<file path="src/rtl/spi_reg_bridge_if.sv">
// Byte-stream and register-bus signals of the SPI register bridge.
// The bridge takes the master modport; the SPI front-end and register file take slave.
interface spi_reg_bridge_if #(
   parameter int unsigned ADDR_W = 7
);
   logic              cs_active;
   logic [7:0]        rx_byte;
   logic              rx_valid;
   logic [7:0]        tx_byte;
   logic              tx_load;
   logic [ADDR_W-1:0] reg_addr;
   logic [7:0]        reg_wdata;
   logic              reg_we;
   logic              reg_re;
   logic [7:0]        reg_rdata;
   logic              overrun;
   logic [15:0]       frame_cnt;

   modport master (
      input  cs_active, rx_byte, rx_valid, reg_rdata,
      output tx_byte, tx_load, reg_addr, reg_wdata, reg_we, reg_re, overrun, frame_cnt
   );

   modport slave (
      output cs_active, rx_byte, rx_valid, reg_rdata,
      input  tx_byte, tx_load, reg_addr, reg_wdata, reg_we, reg_re, overrun, frame_cnt
   );
endinterface

</file>
<file path="src/rtl/spi_reg_bridge.sv">
// Turns the SPI slave byte stream into register-bus transactions: a command byte
// (R/nW + start address) followed by auto-incrementing write or read data bytes.
module spi_reg_bridge #(
   parameter int unsigned ADDR_W  = 7,
   parameter logic [7:0]  IDLE_TX = 8'hFF
) (
   input logic              clk_i,
   input logic              rst_i,
   spi_reg_bridge_if.master bus
);
   typedef enum logic [2:0] {IDLE, CMD, WR_DATA, RD_FETCH, RD_DATA} state_e;

   state_e            state_q, state_d;
   logic              cs_prev_q;
   logic              armed_q, armed_d;
   logic [ADDR_W-1:0] addr_q, addr_d;
   logic [7:0]        wdata_q, wdata_d;
   logic              we_q, we_d;
   logic              re_q, re_d;
   logic [7:0]        tx_byte_q, tx_byte_d;
   logic              tx_load_q, tx_load_d;
   logic              overrun_q, overrun_d;
   logic [15:0]       frame_cnt_q, frame_cnt_d;

   logic frame_start;
   logic frame_end;

   // armed_q stays low after reset until CS is seen inactive, so a frame
   // already running at reset release is never picked up half-way.
   assign frame_start = bus.cs_active & ~cs_prev_q & armed_q;
   assign frame_end   = ~bus.cs_active & cs_prev_q;

   always_ff @(posedge clk_i) begin
      if (rst_i) state_q <= IDLE;
      else       state_q <= state_d;
   end

   always_comb begin
      state_d = state_q;
      if (state_q == IDLE) begin
         if (frame_start) state_d = CMD;
      end else if (frame_end) begin
         state_d = IDLE;
      end else begin
         unique case (state_q)
            CMD:      if (bus.rx_valid) state_d = bus.rx_byte[7] ? RD_FETCH : WR_DATA;
            RD_FETCH: if (!re_q) state_d = RD_DATA;
            RD_DATA:  if (bus.rx_valid) state_d = RD_FETCH;
            default:  state_d = state_q;
         endcase
      end
   end

   always_comb begin
      // NOTE: every _d gets a default first, so no path through this block infers a latch.
      addr_d      = we_q ? addr_q + ADDR_W'(1) : addr_q;
      wdata_d     = wdata_q;
      we_d        = 1'b0;
      re_d        = 1'b0;
      tx_byte_d   = tx_byte_q;
      tx_load_d   = 1'b0;
      overrun_d   = overrun_q;
      frame_cnt_d = frame_cnt_q;
      armed_d     = armed_q | ~bus.cs_active;

      if (state_q != IDLE && frame_end) begin
         frame_cnt_d = frame_cnt_q + 16'd1;
         tx_byte_d   = IDLE_TX;
         tx_load_d   = 1'b1;
      end else begin
         unique case (state_q)
            CMD: if (bus.rx_valid) begin
               addr_d = bus.rx_byte[ADDR_W-1:0];
               re_d   = bus.rx_byte[7];
            end
            RD_FETCH: begin
               if (bus.rx_valid) overrun_d = 1'b1;
               // re_q low means this is the cycle the register file answers.
               if (!re_q) begin
                  tx_byte_d = bus.reg_rdata;
                  tx_load_d = 1'b1;
               end
            end
            RD_DATA: if (bus.rx_valid) begin
               addr_d = addr_q + ADDR_W'(1);
               re_d   = 1'b1;
            end
            WR_DATA: if (bus.rx_valid) begin
               wdata_d   = bus.rx_byte;
               we_d      = 1'b1;
               tx_byte_d = bus.rx_byte;
               tx_load_d = 1'b1;
            end
            default: ;
         endcase
      end
   end

   always_ff @(posedge clk_i) begin
      if (rst_i) begin
         cs_prev_q   <= 1'b0;
         armed_q     <= 1'b0;
         addr_q      <= '0;
         wdata_q     <= '0;
         we_q        <= 1'b0;
         re_q        <= 1'b0;
         tx_byte_q   <= IDLE_TX;
         tx_load_q   <= 1'b0;
         overrun_q   <= 1'b0;
         frame_cnt_q <= '0;
      end else begin
         // NOTE: non-blocking, so every register updates from the same pre-edge values.
         cs_prev_q   <= bus.cs_active;
         armed_q     <= armed_d;
         addr_q      <= addr_d;
         wdata_q     <= wdata_d;
         we_q        <= we_d;
         re_q        <= re_d;
         tx_byte_q   <= tx_byte_d;
         tx_load_q   <= tx_load_d;
         overrun_q   <= overrun_d;
         frame_cnt_q <= frame_cnt_d;
      end
   end

   assign bus.tx_byte   = tx_byte_q;
   assign bus.tx_load   = tx_load_q;
   assign bus.reg_addr  = addr_q;
   assign bus.reg_wdata = wdata_q;
   assign bus.reg_we    = we_q;
   assign bus.reg_re    = re_q;
   assign bus.overrun   = overrun_q;
   assign bus.frame_cnt = frame_cnt_q;
endmodule

</file>
<file path="src/flat_wrapper.sv">
// flat-port wrapper written by rule: the top's interface ports become plain ports
module spi_reg_bridge_flat 
#(
   parameter int unsigned ADDR_W  = 7,
   parameter logic [7:0]  IDLE_TX = 8'hFF
)
  (clk_i, rst_i, bus_cs_active, bus_rx_byte, bus_rx_valid, bus_reg_rdata, bus_tx_byte, bus_tx_load, bus_reg_addr, bus_reg_wdata, bus_reg_we, bus_reg_re, bus_overrun, bus_frame_cnt);
  spi_reg_bridge_if #(.ADDR_W(ADDR_W)) bus_i ();
  input logic clk_i;
  input logic rst_i;
  input wire logic [$bits(bus_i.cs_active)-1:0] bus_cs_active;
  input wire logic [$bits(bus_i.rx_byte)-1:0] bus_rx_byte;
  input wire logic [$bits(bus_i.rx_valid)-1:0] bus_rx_valid;
  input wire logic [$bits(bus_i.reg_rdata)-1:0] bus_reg_rdata;
  output wire logic [$bits(bus_i.tx_byte)-1:0] bus_tx_byte;
  output wire logic [$bits(bus_i.tx_load)-1:0] bus_tx_load;
  output wire logic [$bits(bus_i.reg_addr)-1:0] bus_reg_addr;
  output wire logic [$bits(bus_i.reg_wdata)-1:0] bus_reg_wdata;
  output wire logic [$bits(bus_i.reg_we)-1:0] bus_reg_we;
  output wire logic [$bits(bus_i.reg_re)-1:0] bus_reg_re;
  output wire logic [$bits(bus_i.overrun)-1:0] bus_overrun;
  output wire logic [$bits(bus_i.frame_cnt)-1:0] bus_frame_cnt;
  assign bus_i.cs_active = bus_cs_active;
  assign bus_i.rx_byte = bus_rx_byte;
  assign bus_i.rx_valid = bus_rx_valid;
  assign bus_i.reg_rdata = bus_reg_rdata;
  assign bus_tx_byte = bus_i.tx_byte;
  assign bus_tx_load = bus_i.tx_load;
  assign bus_reg_addr = bus_i.reg_addr;
  assign bus_reg_wdata = bus_i.reg_wdata;
  assign bus_reg_we = bus_i.reg_we;
  assign bus_reg_re = bus_i.reg_re;
  assign bus_overrun = bus_i.overrun;
  assign bus_frame_cnt = bus_i.frame_cnt;
  spi_reg_bridge #(.ADDR_W(ADDR_W), .IDLE_TX(IDLE_TX)) u_core (.clk_i(clk_i), .rst_i(rst_i), .bus(bus_i));
endmodule
</file>
<file path="config.mk">
export PLATFORM = sky130hd
export DESIGN_NAME = spi_reg_bridge_flat
export DESIGN_NICKNAME = d
export VERILOG_FILES = /design/src/rtl/spi_reg_bridge_if.sv /design/src/rtl/spi_reg_bridge.sv /design/src/flat_wrapper.sv
export SDC_FILE = /design/constraint.sdc
export NUM_CORES = 1
export LEC_CHECK = 0
export ABC_AREA = 1
export BUFFER_PORTS_ARGS = -buffer_cell sky130_fd_sc_hd__buf_2
export CAP_MARGIN = 20
export CORE_MARGIN = 4
export CORE_UTILIZATION = 48
export DETAILED_ROUTE_END_ITERATION = 16
export GPL_TIMING_DRIVEN = 1
export PLACE_DENSITY_LB_ADDON = 0.08
export SYNTH_ARGS = -nofsm -noshare
export SYNTH_HDL_FRONTEND = slang
export SYNTH_SLANG_ARGS = --single-unit
export TNS_END_PERCENT = 100
</file>
<file path="constraint.sdc">
create_clock -name clk_i -period 1.4 [get_ports clk_i]
set_input_delay 0.14 -clock clk_i [delete_from_list [all_inputs] [get_ports clk_i]]
set_output_delay 0.14 -clock clk_i [all_outputs]
set_load 0.05 [all_outputs]
</file>
Yosys cells after proc, flatten, opt, wreduce, memory -nomap -nowiden
Index checks and enable logic that the tools add are counted.

word-level totals
  bits in registers = 48
  input port bits = 20
  output and inout port bits = 43
  word-level logic and storage cells = 64

cells by class
  add/sub/neg operators = 2
  equal/unequal tests = 10
  mux-type cells = 22
  bitwise logic cells = 8
  reduce and logical (&&, ||, !) cells = 11

operators by type and width
  kind                     count
  $mux W7                  4
  $mux W3                  6
  $add A16 B1 Y16 const B  1
  $mux W8                  2
  $pmux W8 S2              1
  $pmux W7 S2              1
  $pmux W3 S3              1
  $reduce_and A3 Y1        3
  $ne A4 B2 Y1 const B     2
  $add A7 B1 Y7 const B    1
  $eq A3 B2 Y1 const B     2
  $mux W1                  5
  $reduce_and A5 Y1        1
  $reduce_bool A5 Y1       1
  $ne A2 B2 Y1 const B     2
  $ne A4 B4 Y1 const B     1
  $not A1 Y1               4
  $pmux W1 S2              2
  $and A1 B1 Y1            3
  $eq A3 B1 Y1 const B     1
  $eq A3 B3 Y1 const B     1
  $logic_not A3 Y1         1
  $reduce_bool A3 Y1       1
  $reduce_or A3 Y1         1
  5 further kinds          5

Logic depth before layout (Yosys ltp)
  depth in word-level cells = 5
  gate-level depth with buffers = 12
  mapped depth without buffers = 12

Worst setup path after synthesis
Ideal clock, no wire load.

  path kind = reg2reg
  start point = register u_core.addr_q[0] (netlist: u_core.bus.reg_addr[0])
  end point = register u_core.addr_q[6] (netlist: u_core.bus.reg_addr[6])
  library setup time = 0.112 ns
  arrival time = 1.724 ns
  data required time = 1.288 ns
  path slack = -0.437 ns
  stages on the path, launching flop included = 13
  path buffers = 0
  period minus slack after synthesis = 1.837 ns
  cells stage by stage = dfxtp_1 ha_1 nand3_1 nor2_1 nand2_1 nand2_1 nand2_1 nand3_1 nand2_1 nand2_1 nand2_1 nand2_1 nand2_1

between the ends
  word-level cells in the longest chain between the ends = 5
  elaborated cells on any way between the ends = 6
  those cells by class = add/sub: 1; mux: 5

ends and longest elaborated chain
  item                               RTL line                                    text
  start, declared                    spi_reg_bridge.sv:16                        logic [ADDR_W-1:0] addr_q, addr_d;
  start signal, assigned             spi_reg_bridge.sv:115                       addr_q <= addr_d;
  $add A7 B1 Y7 *                    spi_reg_bridge.sv:56, spi_reg_bridge.sv:85
  $mux W7                            spi_reg_bridge.sv:56                        addr_d = we_q ? addr_q + ADDR_W'(1) : addr_q;
  $mux W7, on equally long branches  spi_reg_bridge.sv:84, spi_reg_bridge.sv:72
  $pmux W7 S2                        spi_reg_bridge.sv:71                        unique case (state_q)
  $mux W7 *                          spi_reg_bridge.sv:66                        if (state_q != IDLE && frame_end) begin

Every way passes the cells marked *; elsewhere a longest branch is shown, timed or not.
A chain may end at the register's enable or synchronous reset.

Final worst setup path
  start point = register u_core.state_q[1]
  end point = register u_core.state_q[2]

between the ends
  word-level cells in the longest chain between the ends = 4
  elaborated cells on any way between the ends = 13
  those cells by class = eq/ne: 7; mux: 3; reduce/logical: 3

ends and longest elaborated chain
  item                                        RTL line              text
  start, declared                             spi_reg_bridge.sv:13  state_e state_q, state_d;
  start signal, assigned                      spi_reg_bridge.sv:35  else state_q <= state_d;
  $eq A3 B3 Y1, or another cell as far along  spi_reg_bridge.sv:45  unique case (state_q)
  $pmux W3 S3                                 spi_reg_bridge.sv:45
  $mux W3                                     spi_reg_bridge.sv:42  end else if (frame_end) begin
  $mux W3                                     spi_reg_bridge.sv:40  if (state_q == IDLE) begin

Several ways; a longest one is shown, not always the timed one.

==> results.toml <==
[logic_synthesis]
ys_types = 35
async_flop_share_pct = 0
synth_edf_count = 0
yosysSeqAreaShare_pct = 38.2
syn_nets = 393
synth-seq-cells = 48
postSynthCellCount = 371
yosysWarnings = 0
synth_area_um2 = 2520
synthFlopType = "dfxtp_1"
synth_area_per_cell_um2 = 6.79

[sta]
tightestPinTransition_ns = 0.356
finalSetupViolations = 0
fin_worst_skew_ns = 0.00885
finalCritPeriodShare_pct = 98.5
period_needed_ns = 1.38
fmax_mhz = 725
rsz0062_at_grt = "yes"
maxSlewViolCount = 0
whs_ns = 0.0737
finalHoldViolations = 0
slew_headroom_pct = 76.2

[power_and_ir_drop]
power.density_nw_per_um2 = 1450
power_mw = 5.34
ir_worst_vdd_mv = 0.913
p_leak_nw = 1.71

[global_route]
grt_overflow = 0
first_global_vias = 2491
grt_pass1_wl_mm = 11.5
track_usage_pct = 22.5
antenna_found_initial = 0
grt_max_degree = 16

[routing]
vias = 2719
wl_per_cell_um = 13.5
ant_nets = 0
drt_iter0_drc = 92
totalWireLength_mm = 7.29
drc = 0
first_pass_iters = 4
viasPerCell = 5.03

[clock_tree]
cts.htree.levels = 2
cts_root_buf = "clkbuf_8"
max-clock-path-buffers = 2
clkSinkCount = 48
clkTransAtPathRegs_ns = 0.09
cts_tree = "built"
cts_buffers = 5
clk_latency_ns = 0.30

[die]
num_rows = 26
die_height_um = 80.4
core_um2 = 5110
die_area_um2 = 6470
io_pins = 63
initial_utilization_pct = 49.3
die_w_um = 80.4

[setup_path]
cp_slowest_cell = "dfxtp_4"
end_kind = "flip-flop"
crit_arrival_ns = 1.58
worst_path_most_repeated_cell = "nor2_1"
worst_ep_required_time_ns = 1.60
cp_top_family = "simple AND/OR/NAND/NOR gates"
cp-start-kind = "flip-flop"
crit_buf_inv = 2
crit_chain = "nor2_4 -> nand2_4 -> buf_6 -> a21oi_2 -> nor2_1 -> nand2_2 -> inv_1 -> nor2_1 -> nor2_1"
slowest_delay_ns = 0.38
crit_fanout = 4
critPathKind = "reg -> reg"

[cells_and_area]
nets = 492
diodes = 0
drive_gt1_share_pct = 46.3
area_growth_pct = 46.4
final_util_pct = 72.2

[run]
maxCapViolCount = 0

[placed_design]
port_buffers = 62
routabilityCongestion = 0.923
dp_hpwl_mm = 5.12

[hold_path]
hold_path.class = "in -> reg"

[run_status]
status = "complete, no violations"
## sequential cells by signal, indices dropped and copies added, names as in the netlist
name	count
u_core.bus.reg_addr	7
u_core.bus.tx_byte	8
u_core.bus.overrun	1
u_core.bus.reg_re	1
u_core.bus.frame_cnt	16
u_core.state_q	3
u_core.bus.reg_wdata	8
u_core.bus.tx_load	1
u_core.cs_prev_q	1
u_core.armed_q	1
u_core.bus.reg_we	1
## routing by layer
layer | vias up | part of all wire [%] | global-route usage [%]
li1 | 1397 | - | -
met1 | 1258 | 47 | 31.8
met2 | 57 | 47 | 35.3
met3 | 7 | 4.7 | 3.81
met4 | 0 | 1.1 | 6.08
met5 | - | 0 | 0
## worst paths after layout
path              slack, ns  depth (start not counted)                      end                     from
setup / recovery       0.02                          9        u_core.state_q[2]        u_core.state_q[1]
hold / removal         0.07                          3         u_core.cs_prev_q            bus_cs_active
setup reg to reg       0.02                          9        u_core.state_q[2]        u_core.state_q[1]
hold reg to reg        0.46                          1  u_core.bus.frame_cnt[0]  u_core.bus.frame_cnt[0]
## tightest hold or removal path, cell delays in order
cell	delay, ns
buf_2	0.08
inv_2	0.05
nor2_1	0.07
## layout make-up
class,instances,area [um^2]
Sequential cell,48,1020
Tap cell,70,87.6
Multi-Input combinational cell,278,1640
Clock buffer,8,144
Inverter,38,150
Fill cell,414,1420
Timing Repair Buffer,99,644
## placed cells by master, fill, tap and decap left out, types with 3 or more instances in the layout
master,synthesis,final
o21ai_1,1,9
nand2_4,1,5
a21oi_1,22,15
clkbuf_8,0,5
xnor2_1,3,3
buf_2,2,62
dfxtp_1,48,24
clkbuf_16,0,3
nor2_4,3,10
a21oi_2,1,7
buf_4,0,29
buf_6,0,5
mux2_2,7,7
nand3_1,27,20
nand2_1,116,102
o21ai_0,19,9
dfxtp_2,0,13
inv_2,8,11
nand2_2,5,15
nor3_1,8,6
buf_12,0,3
nor2_2,6,5
dfxtp_4,0,11
inv_1,28,23
nand3_2,1,6
nor2_1,36,30
## per-stage QoR
stage | TNS (ns) | std cells | area (um^2) | worst slack [ns]
6_report | 0 | 541 | 3690 | 0.0209
5_1_grt | -0.883 | 541 | 3690 | -0.0824
4_1_cts | 0 | 534 | 3380 | 0.00674
3_5_place_dp | -0.354 | 524 | 3190 | -0.0587
3_3_place_gp | -0.179 | 524 | 3190 | -0.0455
2_1_floorplan | -0.0405 | 371 | 2570 | -0.0405
## where the power goes
part / switching [mW] / internal [mW] / leakage, nW
registers: 0.195 / 1.57 / 0.404
logic: 1.47 / 0.958 / 1.23
clock network: 0.474 / 0.678 / 0.0729
## cell families (layout without fill, tap and decap cells)
group | count (synthesis) | count (layout) | share of synthesized area [%]
fa+ha+maj | 2 | 2 | 0.994
buf+inv | 45 | 145 | 6.91
xor+xnor | 5 | 5 | 1.74
simple gates | 209 | 209 | 36.5
mux | 8 | 8 | 3.53
flops | 48 | 48 | 38.2
compound gates | 54 | 54 | 12.1
## cells in the mapped netlist (3+ instances only)
library cell    n  share of area, %
nor2_1         36               5.4
a21oi_1        22               4.4
dfxtp_1        48                38
xnor2_1         3               1.0
nor3_1          8               1.6
clkbuf_1        5              0.75
o21ai_0        19               3.8
nand2_2         5               1.2
nor2_2          6               1.5
nand2_1       116                17
mux2_2          7               3.1
inv_2           8               1.2
nor2_4          3               1.3
inv_1          28               4.2
nand3_1        27               5.4
## repair_timing
| action | in CTS | in global routing |
|---|---|---|
| buffers inserted | 2 | 7 |
| hold buffers | 0 | 0 |
| resized for setup | 13 | 75 |
| setup endpoints to repair | 16 | 30 |
| pin swaps | 3 | 19 |
Power figures use the tool's default switching activity.
